## config.mk

```make
export PLATFORM = sky130hd
export DESIGN_NAME = m31_addsub_arbiter_flat
export DESIGN_NICKNAME = d
export VERILOG_FILES = /design/src/rtl/m31_addsub_arbiter_if.sv /design/src/rtl/m31_addsub_arbiter.sv /design/src/flat_wrapper.sv
export SDC_FILE = /design/constraint.sdc
export NUM_CORES = 1
export LEC_CHECK = 0
export CAP_MARGIN = 20
export CORE_MARGIN = 2
export CORE_UTILIZATION = 48
export DETAILED_ROUTE_END_ITERATION = 6
export PLACE_DENSITY = 0.9
export SYNTH_ARGS = -nofsm -noshare
export SYNTH_HDL_FRONTEND = slang
export SYNTH_SLANG_ARGS = --single-unit
```

## constraint.sdc

```tcl
create_clock -name clk -period 14.19 [get_ports clk]
set_input_delay 2.838 -clock clk [delete_from_list [all_inputs] [get_ports clk]]
set_output_delay 2.838 -clock clk [all_outputs]
set_load 0.02 [all_outputs]
```

## src/rtl/m31_addsub_arbiter_if.sv

```systemverilog
// rtl/m31_addsub_arbiter_if.sv - request/response bus of the shared M31 add/sub arbiter (grant_cnt only with M31_ARB_STATS_EN)
interface m31_addsub_arbiter_if #(
    parameter int NUM_REQ = 4,
    parameter int ID_W    = 2
);
    logic [NUM_REQ-1:0]    req_valid;
    logic [NUM_REQ-1:0]    req_ready;
    logic [NUM_REQ-1:0]    req_op;
    logic [NUM_REQ*31-1:0] req_a;
    logic [NUM_REQ*31-1:0] req_b;
    logic                  rsp_valid;
    logic                  rsp_ready;
    logic [ID_W-1:0]       rsp_id;
    logic [30:0]           rsp_data;
`ifdef M31_ARB_STATS_EN
    logic [NUM_REQ*16-1:0] grant_cnt;

    modport master (
        output req_valid, req_op, req_a, req_b, rsp_ready,
        input  req_ready, rsp_valid, rsp_id, rsp_data, grant_cnt
    );

    modport slave (
        input  req_valid, req_op, req_a, req_b, rsp_ready,
        output req_ready, rsp_valid, rsp_id, rsp_data, grant_cnt
    );
`else
    modport master (
        output req_valid, req_op, req_a, req_b, rsp_ready,
        input  req_ready, rsp_valid, rsp_id, rsp_data
    );

    modport slave (
        input  req_valid, req_op, req_a, req_b, rsp_ready,
        output req_ready, rsp_valid, rsp_id, rsp_data
    );
`endif
endinterface

```

## src/rtl/m31_addsub_arbiter.sv

```systemverilog
// rtl/m31_addsub_arbiter.sv - round-robin shared M31 add/sub datapath with one result slot; grant counters with M31_ARB_STATS_EN
module m31_addsub_arbiter #(
    parameter int NUM_REQ = 4,
    parameter int ID_W    = 2
) (
    input  logic                  clk,
    input  logic                  rst,
    m31_addsub_arbiter_if.slave   bus
);
    localparam logic [30:0]     P    = 31'h7FFF_FFFF;
    localparam logic [ID_W:0]   NREQ = (ID_W+1)'(NUM_REQ);
    localparam logic [ID_W-1:0] LAST = ID_W'(NUM_REQ - 1);

    typedef enum logic {EMPTY, FULL} slot_state_t;

    slot_state_t     state;
    logic [ID_W-1:0] rr_ptr;
    logic [ID_W-1:0] rsp_id_q;
    logic [30:0]     rsp_data_q;

    logic            can_accept;
    logic            any_valid;
    logic            grant_ok;
    logic [ID_W-1:0] grant_idx;
    logic [ID_W:0]   idx;

    logic [30:0]     op_a;
    logic [30:0]     op_b;
    logic [30:0]     b_eff;
    logic [31:0]     sum;
    logic [30:0]     fold;
    logic [30:0]     result;

    // The slot can take a new result when empty or when it is being drained this cycle
    assign can_accept = (state == EMPTY) | bus.rsp_ready;
    assign grant_ok   = any_valid & can_accept & ~rst;

    // Search upward from rr_ptr with wrap; iterating downward lets the nearest valid win
    always_comb begin
        any_valid = 1'b0;
        grant_idx = '0;
        idx       = '0;
        for (int k = NUM_REQ - 1; k >= 0; k--) begin
            idx = {1'b0, rr_ptr} + (ID_W+1)'(k);
            if (idx >= NREQ) begin
                idx = idx - NREQ;
            end
            if (bus.req_valid[idx[ID_W-1:0]]) begin
                any_valid = 1'b1;
                grant_idx = idx[ID_W-1:0];
            end
        end
    end

    assign bus.req_ready = grant_ok ? (NUM_REQ'(1) << grant_idx) : '0;

    // Datapath: subtraction adds ~B, which is P-B in 31 bits; one fold suffices since it adds at most 1
    assign op_a   = bus.req_a[31*grant_idx +: 31];
    assign op_b   = bus.req_b[31*grant_idx +: 31];
    assign b_eff  = bus.req_op[grant_idx] ? ~op_b : op_b;
    assign sum    = {1'b0, op_a} + {1'b0, b_eff};
    assign fold   = sum[30:0] + {30'b0, sum[31]};
    assign result = (fold == P) ? 31'b0 : fold;

    // Result-slot FSM: fill on grant, drain on rsp_ready, refill in the same cycle when both happen
    always_ff @(posedge clk) begin
        if (rst) begin
            state      <= EMPTY;
            rr_ptr     <= '0;
            rsp_id_q   <= '0;
            rsp_data_q <= '0;
        end else begin
            if (grant_ok) begin
                state      <= FULL;
                rsp_id_q   <= grant_idx;
                rsp_data_q <= result;
                rr_ptr     <= (grant_idx == LAST) ? '0 : grant_idx + ID_W'(1);
            end else if (bus.rsp_ready) begin
                state <= EMPTY;
            end
        end
    end

    assign bus.rsp_valid = (state == FULL);
    assign bus.rsp_id    = rsp_id_q;
    assign bus.rsp_data  = rsp_data_q;

`ifdef M31_ARB_STATS_EN
    logic [15:0] grant_cnt_q [NUM_REQ];

    // Saturating per-requester grant counters, cleared only by reset
    always_ff @(posedge clk) begin
        for (int i = 0; i < NUM_REQ; i++) begin
            if (rst) begin
                grant_cnt_q[i] <= '0;
            end else if (bus.req_ready[i] && grant_cnt_q[i] != 16'hFFFF) begin
                grant_cnt_q[i] <= grant_cnt_q[i] + 16'd1;
            end
        end
    end

    for (genvar gi = 0; gi < NUM_REQ; gi++) begin : g_cnt
        assign bus.grant_cnt[16*gi +: 16] = grant_cnt_q[gi];
    end
`endif
endmodule

```

## src/flat_wrapper.sv

```systemverilog
// flat-port wrapper written by rule: the top's interface ports become plain ports
module m31_addsub_arbiter_flat 
#(
    parameter int NUM_REQ = 4,
    parameter int ID_W    = 2
)
  (clk, rst, bus_req_valid, bus_req_op, bus_req_a, bus_req_b, bus_rsp_ready, bus_req_ready, bus_rsp_valid, bus_rsp_id, bus_rsp_data);
  m31_addsub_arbiter_if #(.NUM_REQ(NUM_REQ), .ID_W(ID_W)) bus_i ();
  input  logic clk;
  input  logic rst;
  input wire logic [$bits(bus_i.req_valid)-1:0] bus_req_valid;
  input wire logic [$bits(bus_i.req_op)-1:0] bus_req_op;
  input wire logic [$bits(bus_i.req_a)-1:0] bus_req_a;
  input wire logic [$bits(bus_i.req_b)-1:0] bus_req_b;
  input wire logic [$bits(bus_i.rsp_ready)-1:0] bus_rsp_ready;
  output wire logic [$bits(bus_i.req_ready)-1:0] bus_req_ready;
  output wire logic [$bits(bus_i.rsp_valid)-1:0] bus_rsp_valid;
  output wire logic [$bits(bus_i.rsp_id)-1:0] bus_rsp_id;
  output wire logic [$bits(bus_i.rsp_data)-1:0] bus_rsp_data;
  assign bus_i.req_valid = bus_req_valid;
  assign bus_i.req_op = bus_req_op;
  assign bus_i.req_a = bus_req_a;
  assign bus_i.req_b = bus_req_b;
  assign bus_i.rsp_ready = bus_rsp_ready;
  assign bus_req_ready = bus_i.req_ready;
  assign bus_rsp_valid = bus_i.rsp_valid;
  assign bus_rsp_id = bus_i.rsp_id;
  assign bus_rsp_data = bus_i.rsp_data;
  m31_addsub_arbiter #(.NUM_REQ(NUM_REQ), .ID_W(ID_W)) u_core (.clk(clk), .rst(rst), .bus(bus_i));
endmodule
```

==> impl_metrics.csv <==
group,metric,value,unit
run_status,status,"complete, but fails checks",
run_status,violations,"DRC",
placed_design,dp_slack,2.76,ns
cts,cts_hold_buf,0,
final_layout,fillers,1207,
sta,slew_headroom,25.6,%
die,core,13800,um2
yosys,ys_types,74,
grt,overflow,0,
critical_path,startpoint_type,"primary input",
grt,antenna_found_initial,1,
power,finalPower,2.70,mW
cts,htree_levels,2,
yosys,synthTopCellsByArea,"nand2_1 18%, dfxtp_1 11%, xnor2_1 8.7%, and3_1 6.8%, ha_1 6.8%",
routing,routedWlPerCell,17.3,um
cts,cts_max_path_buffers,2,
die,die_w,123,um
final_layout,fin_util,72.0,%
die,die-area,15100,um2
grt,grt_usage,33.6,%
min_path,hp-start,"u_core.bus.rsp_data[28]",
grt,grt_pass1_vias,8337,
cts,postCtsSetupBuffers,0,
critical_path,cp_common_cell,"o21ai_0",
die,rows,43,
sta,clock.fmax,88.3,MHz
critical_path,cp_slowest_cell,"nor4_1",
cts,cts_made_buffers,5,
final_layout,syn2layout_area_growth,46.9,%
power,irDropWorstVdd,0.125,mV
grt,grt_pass1_wl,40900,um
placed_design,portBuffers,296,
final_layout,final_area,9960,um2
yosys,ys_dominant_reg_cell,"dfxtp_1",
cts,cts_resized,0,
sta,slew_violations,0,
sta,setup_ws,2.87,ns
sta,period_share,79.8,%
grt,use_met3,3.95,%
critical_path,rr_endpoint,"u_core.bus.rsp_data[0]",
routing,firstDrtPassIters,7,
cts,clk_latency,0.28,ns
yosys,synth_top_area_share,17.9,%
critical_path,worst_path_largest_cell_delay,0.96,ns
cts,clk_pin_slew,0.05,ns
sta,worstMarginPinSlew,1.11,ns
final_layout,nets,1620,
die,ios,297,
routing,totalWireLength,26100,um
cts,cts.sinks,36,
min_path,min_path_cells,2,
critical_path,ff2ff_path_depth,32,
grt,gr-max-usage-layer,"met2",
critical_path,critPathKind,"primary input to flop",
routing,drt-vias-per-instance,5.99,
run,max-cap-violations,0,
die,die_height,123,um
critical_path,rr_startpoint,"u_core.rr_ptr[1]",
routing,vias,9015,
min_path,holdCritPathClass,"flop to flop",
yosys,syn_area,6780,um2
min_path,min_to,"u_core.bus.rsp_data[28]",
die,initial_utilization,49.0,%
critical_path,critical_path_arrival,11.42,ns
placed_design,placed_cell_area,9790,um2
placed_design,gp_congestion,1.04,
critical_path,endpoint_kind,"flop",
yosys,syn-instance-count,1080,
yosys,synth_edf_count,0,
sta,hold_viol,0,
cts,cts_tree,"built",
sta,finalSetupViolCount,0,
sta,clock_skew,0.00294,ns
power,powerDensity,271,nW/um2
cts,root_buffer,"clkbuf_16",
yosys,syn_avg_cell_area,6.28,um2
yosys,ys_warn_count,0,
routing,antenna_left,0,
yosys,ys_seq_elements,36,
yosys,synthArstFlopShare,0,%
critical_path,required,14.29,ns
critical_path,worst-r2r-setup-slack,5.50,ns
yosys,ys_seq_area_share,10.6,%
placed_design,dpl.hpwl,20900,um
yosys,synth_fp_nets,1377,
final_layout,layout-drive-gt1-share,3.32,%
grt,use_met1,46.0,%
grt,grt_start_max_net_pins,113,
sta,tns,0,ns
critical_path,path_max_fanout,97,
sta,period_needed,11.32,ns
grt,grt_util_met2,54.0,%
sta,rsz0062_at_grt,"false",
routing,drtIter0Drc,1012,
yosys,synth.largest_area_cell,"nand2_1",
power,p_leak,3.98,nW
routing,remaining_drc_errors,1,
## cell type report
class / count / area, um2 / share of cell area, %
Multi-Input combinational cell: 958 / 5750 / 57.7
Sequential cell: 36 / 721 / 7.23
Inverter: 16 / 62.6 / 0.628
Antenna cell: 1 / 2.50 / 0.0251
Tap cell: 180 / 225 / 2.26
Timing Repair Buffer: 306 / 3060 / 30.7
Clock buffer: 8 / 146 / 1.47
## power by group
| group | switching [mW] | total (mW) | internal [mW] | leakage, nW |
|---|---|---|---|---|
| Sequential | 0.0217 | 0.168 | 0.147 | 0.300 |
| Clock | 0.0380 | 0.108 | 0.0699 | 0.0712 |
| Combinational | 1.50 | 2.43 | 0.924 | 3.61 |
## critical path, delay by kind of cell
family,cells,cell delay (ns)
buf+inv,6,2.12
compound gates,12,2.29
simple gates,11,3.08
fa+ha+maj,2,0.69
xor+xnor,2,0.37
## flip-flops by register name, summed over array words and instances (netlist names)
name and count:
u_core.bus.rsp_valid 1, u_core.bus.rsp_id 2, u_core.rr_ptr 2, u_core.bus.rsp_data 31
## synthesized netlist by cell type, types with 5 or more instances
library cell  instances
or3_1                 6
xnor2_1              67
o31ai_1              28
and2_1               18
a211oi_1              6
nor2_1               48
buf_2                 7
clkbuf_1             57
nand3_1              24
nor2b_1               6
o21bai_1              8
dfxtp_1              36
o211a_1               5
o21a_1                5
o211ai_1              9
o2111ai_1             5
inv_1                14
a31oi_1              66
and3_1               74
a21o_1               11
a21oi_1              38
ha_1                 37
xor2_1               13
nor4_1               11
nand2_1             324
o21ai_0              32
o21ai_1               5
nor3_1               19
or4_1                 5
nand4_1              15
## layout by cell type (no fill, tap or decap), drive strengths merged, types with 5 or more instances in the layout
master / Yosys / routed
and2: 18 / 18
or4: 5 / 5
nor3: 19 / 19
a21oi: 39 / 39
or3: 6 / 6
o31ai: 30 / 30
o211ai: 9 / 9
a31oi: 67 / 67
o21ai: 37 / 37
o21a: 5 / 5
o2111ai: 5 / 5
xnor2: 67 / 67
a211oi: 10 / 10
clkdlybuf4s50: 0 / 296
nor2: 48 / 48
nand4: 16 / 16
a21o: 11 / 11
dfxtp: 36 / 36
nand2: 324 / 324
nor2b: 6 / 6
xor2: 13 / 13
inv: 16 / 16
clkbuf: 57 / 8
o21bai: 8 / 8
ha: 37 / 37
and3: 74 / 74
buf: 13 / 10
nor4: 15 / 15
nand3: 24 / 24
o211a: 5 / 5
or2: 5 / 5
## metal layers
layer | routed length (um) | share of wire [%]
met2 | 12000 | 46
met4 | 828 | 3.2
met5 | 0 | 0
met1 | 11100 | 43
met3 | 2180 | 8.3
## logic make-up (layout without fill, tap and decap cells)
logic type	Yosys count	count (layout)	synth area share (%)
simple gates	579	579	40.4
xor+xnor	80	80	10.3
flops	36	36	10.6
compound gates	260	260	26.4
fa+ha+maj	38	38	7.12
buf+inv	86	330	5.00
mux	1	1	0.148
other cells	0	1	0
## stage by stage
step	cells	hold WS, ns
floorplan	1080	0.473
global placement	1495	0.434
detailed placement	1495	0.444
CTS	1503	0.456
global route	1505	0.476
finish	1505	0.452
## how the worst max path moves through the flow
stage	slack (ns)	depth (start not counted)	startpoint	to
detailed placement	2.76	35	bus_req_valid[1]	u_core.bus.rsp_data[26]
global route	2.12	33	bus_req_valid[0]	u_core.bus.rsp_data[0]
CTS	3.02	35	bus_req_valid[1]	u_core.bus.rsp_data[15]
floorplan	4.95	33	bus_req_valid[0]	u_core.bus.rsp_data[10]
finish	2.87	33	bus_req_valid[1]	u_core.bus.rsp_data[0]
global placement	3.00	34	bus_req_valid[1]	u_core.bus.rsp_data[30]
Power figures use the tool's default switching activity.
==> patch: new RTL, same settings <==
`NUM_REQ` is set to 4 in 3 places; all go to 3.
--- a/src/rtl/m31_addsub_arbiter_if.sv
+++ b/src/rtl/m31_addsub_arbiter_if.sv
@@ -1,6 +1,6 @@
 // rtl/m31_addsub_arbiter_if.sv - request/response bus of the shared M31 add/sub arbiter (grant_cnt only with M31_ARB_STATS_EN)
 interface m31_addsub_arbiter_if #(
-    parameter int NUM_REQ = 4,
+    parameter int NUM_REQ = 3,
     parameter int ID_W    = 2
 );
     logic [NUM_REQ-1:0]    req_valid;
--- a/src/rtl/m31_addsub_arbiter.sv
+++ b/src/rtl/m31_addsub_arbiter.sv
@@ -1,6 +1,6 @@
 // rtl/m31_addsub_arbiter.sv - round-robin shared M31 add/sub datapath with one result slot; grant counters with M31_ARB_STATS_EN
 module m31_addsub_arbiter #(
-    parameter int NUM_REQ = 4,
+    parameter int NUM_REQ = 3,
     parameter int ID_W    = 2
 ) (
     input  logic                  clk,
--- a/src/flat_wrapper.sv
+++ b/src/flat_wrapper.sv
@@ -1,7 +1,7 @@
 // flat-port wrapper written by rule: the top's interface ports become plain ports
 module m31_addsub_arbiter_flat 
 #(
-    parameter int NUM_REQ = 4,
+    parameter int NUM_REQ = 3,
     parameter int ID_W    = 2
 )
   (clk, rst, bus_req_valid, bus_req_op, bus_req_a, bus_req_b, bus_rsp_ready, bus_req_ready, bus_rsp_valid, bus_rsp_id, bus_rsp_data);
Interface: changed (5 resized); port bits go from 297 to 232. The function was not compared with the original's and may differ.
==> patch against the original RTL <==
  * Global-route usage shrank 6.6 points
  * Setup slack worse by 0.43 ns
  * Routed wire length down 29%
  * Synthesized area decreased by 11%
  * Cell area fell by 13%
  * Critical path depth shrank 1
  * Sequential cell count is the same
Power is not shown: default switching activity piles up to over one toggle a cycle in this logic, so the estimate is an artifact.
==> patch: results <==
set metrics [dict create \
    status "completed" \
    num_antenna_cells 0 \
    relSlewSlack_pct 29.4 \
    hp-start "u_core.bus.rsp_data[16]$_SDFFE_PP0P_" \
    firstDrtPassIters 5 \
    largest_register_ffs 31 \
    fin_nets 1288 \
    fillCellCount 1009 \
    async_reset_ff_share_pct 0 \
    yosysUniqueCellTypes 73 \
    clk_path_buf_depth 2 \
    cts_resized 0 \
    dpl.hpwl_um 15000 \
    crit_slowest_cell "buf_4" \
    grt_pass1_wl_um 30300 \
    worstHoldPathType "flip-flop to flip-flop" \
    cts_made_buffers 5 \
    netlist_top_cells_count "nand2_1 (130), o21ai_0 (100), mux2i_1 (65)" \
    critPathMaxStageDelay_ns 0.78 \
    grt_start_max_net_pins 97 \
    finClkSkew_ns 0.00139 \
    synthTopCellsByArea "dfxtp_1 (12%), mux2i_1 (11%), xnor2_1 (8.4%), o21ai_0 (8.3%), nand2_1 (8.1%)" \
    totalWireLength_um 18500 \
    grt_usage_pct 27.0 \
    insertion_delay_ns 0.28 \
    critPathArrivalTime_ns 11.87 \
    first_global_vias 6450 \
    timing.rr.start "u_core.rr_ptr[1]$_SDFFE_PP0P_" \
    vias 7035 \
    synth.yosys.seq_area_share_pct 11.9 \
    syn_nets 1091 \
    crit_start "bus_req_valid[0]" \
    cts.htree.levels 2 \
    gp_congestion 0.894 \
    portBuffers 231 \
    postCtsSetupBuffers 0 \
    drt_iter0_markers 581 \
    crit_fanout 65 \
    drive_above_1_share_pct 4.26 \
    antenna_left 0 \
    antenna_found_initial 0 \
]
patch: cell count changes after synthesis, sizes merged, moves of 9 or more:
cell | before | now
a21o | 11 | 20
a31oi | 67 | 5
xnor2 | 67 | 58
and3 | 74 | 11
clkbuf | 57 | 40
o31ai | 30 | 9
mux2i | 1 | 65
nand2 | 324 | 130
o21ai | 37 | 110
patch: layout make-up:
cell class / instances / area, um^2 / share of cell area [%]
Multi-Input combinational cell: 763 / 5110 / 59.0
Timing Repair Buffer: 238 / 2360 / 27.3
Sequential cell: 36 / 721 / 8.31
Tap cell: 168 / 210 / 2.42
Clock buffer: 5 / 125 / 1.44
Clock inverter: 3 / 90.1 / 1.04
Inverter: 12 / 45.0 / 0.520
patch: cell families (layout without fill, tap and decap cells):
kind of cell,count (synthesis),count (layout),synth area share (%)
simple gates,326,326,26.4
compound gates,259,259,28.1
xor+xnor,75,75,10.9
mux,66,66,10.9
buf+inv,60,258,4.01
fa+ha+maj,37,37,7.78
flops,36,36,11.9
patch: final timing paths:
check        cells after the start                                   end  slack (ns)
max                             32   u_core.bus.rsp_data[5]$_SDFFE_PP0P_        2.44
min                              2  u_core.bus.rsp_data[16]$_SDFFE_PP0P_        0.45
min reg2reg                      2  u_core.bus.rsp_data[16]$_SDFFE_PP0P_        0.45
max reg2reg                     33   u_core.bus.rsp_data[5]$_SDFFE_PP0P_        4.80
patch: per-stage QoR:
| stage | cells | worst slack [ns] | hold slack (ns) | area [um^2] |
|---|---|---|---|---|
| after floorplan | 859 | 4.01 | 0.449 | 6050 |
| final | 1225 | 2.44 | 0.452 | 8670 |
| after global routing | 1225 | 1.59 | 0.472 | 8670 |
| after global placement | 1217 | 2.66 | 0.434 | 8450 |
| after detailed placement | 1217 | 2.25 | 0.443 | 8450 |
| after CTS | 1225 | 2.51 | 0.456 | 8670 |
patch: critical path, delay by kind of cell:
| family | cells | cell delay (ns) |
|---|---|---|
| AOI/OAI and AO/OA | 13 | 3.44 |
| and+or+nand+nor | 12 | 2.94 |
| buffers and inverters | 2 | 1.24 |
| adders and majority gates | 3 | 0.92 |
| muxes | 1 | 0.26 |
| xor gates and xnor gates | 1 | 0.17 |
patch: metal layers:
layer,vias to the layer above,share of wire (%),track usage [%],routed length [um]
met5,-,0,0,0
met4,0,0.57,3.89,106
met3,10,5.3,1.92,975
met2,255,50,48.4,9310
met1,3214,44,36.1,8150
li1,3556,-,-,-
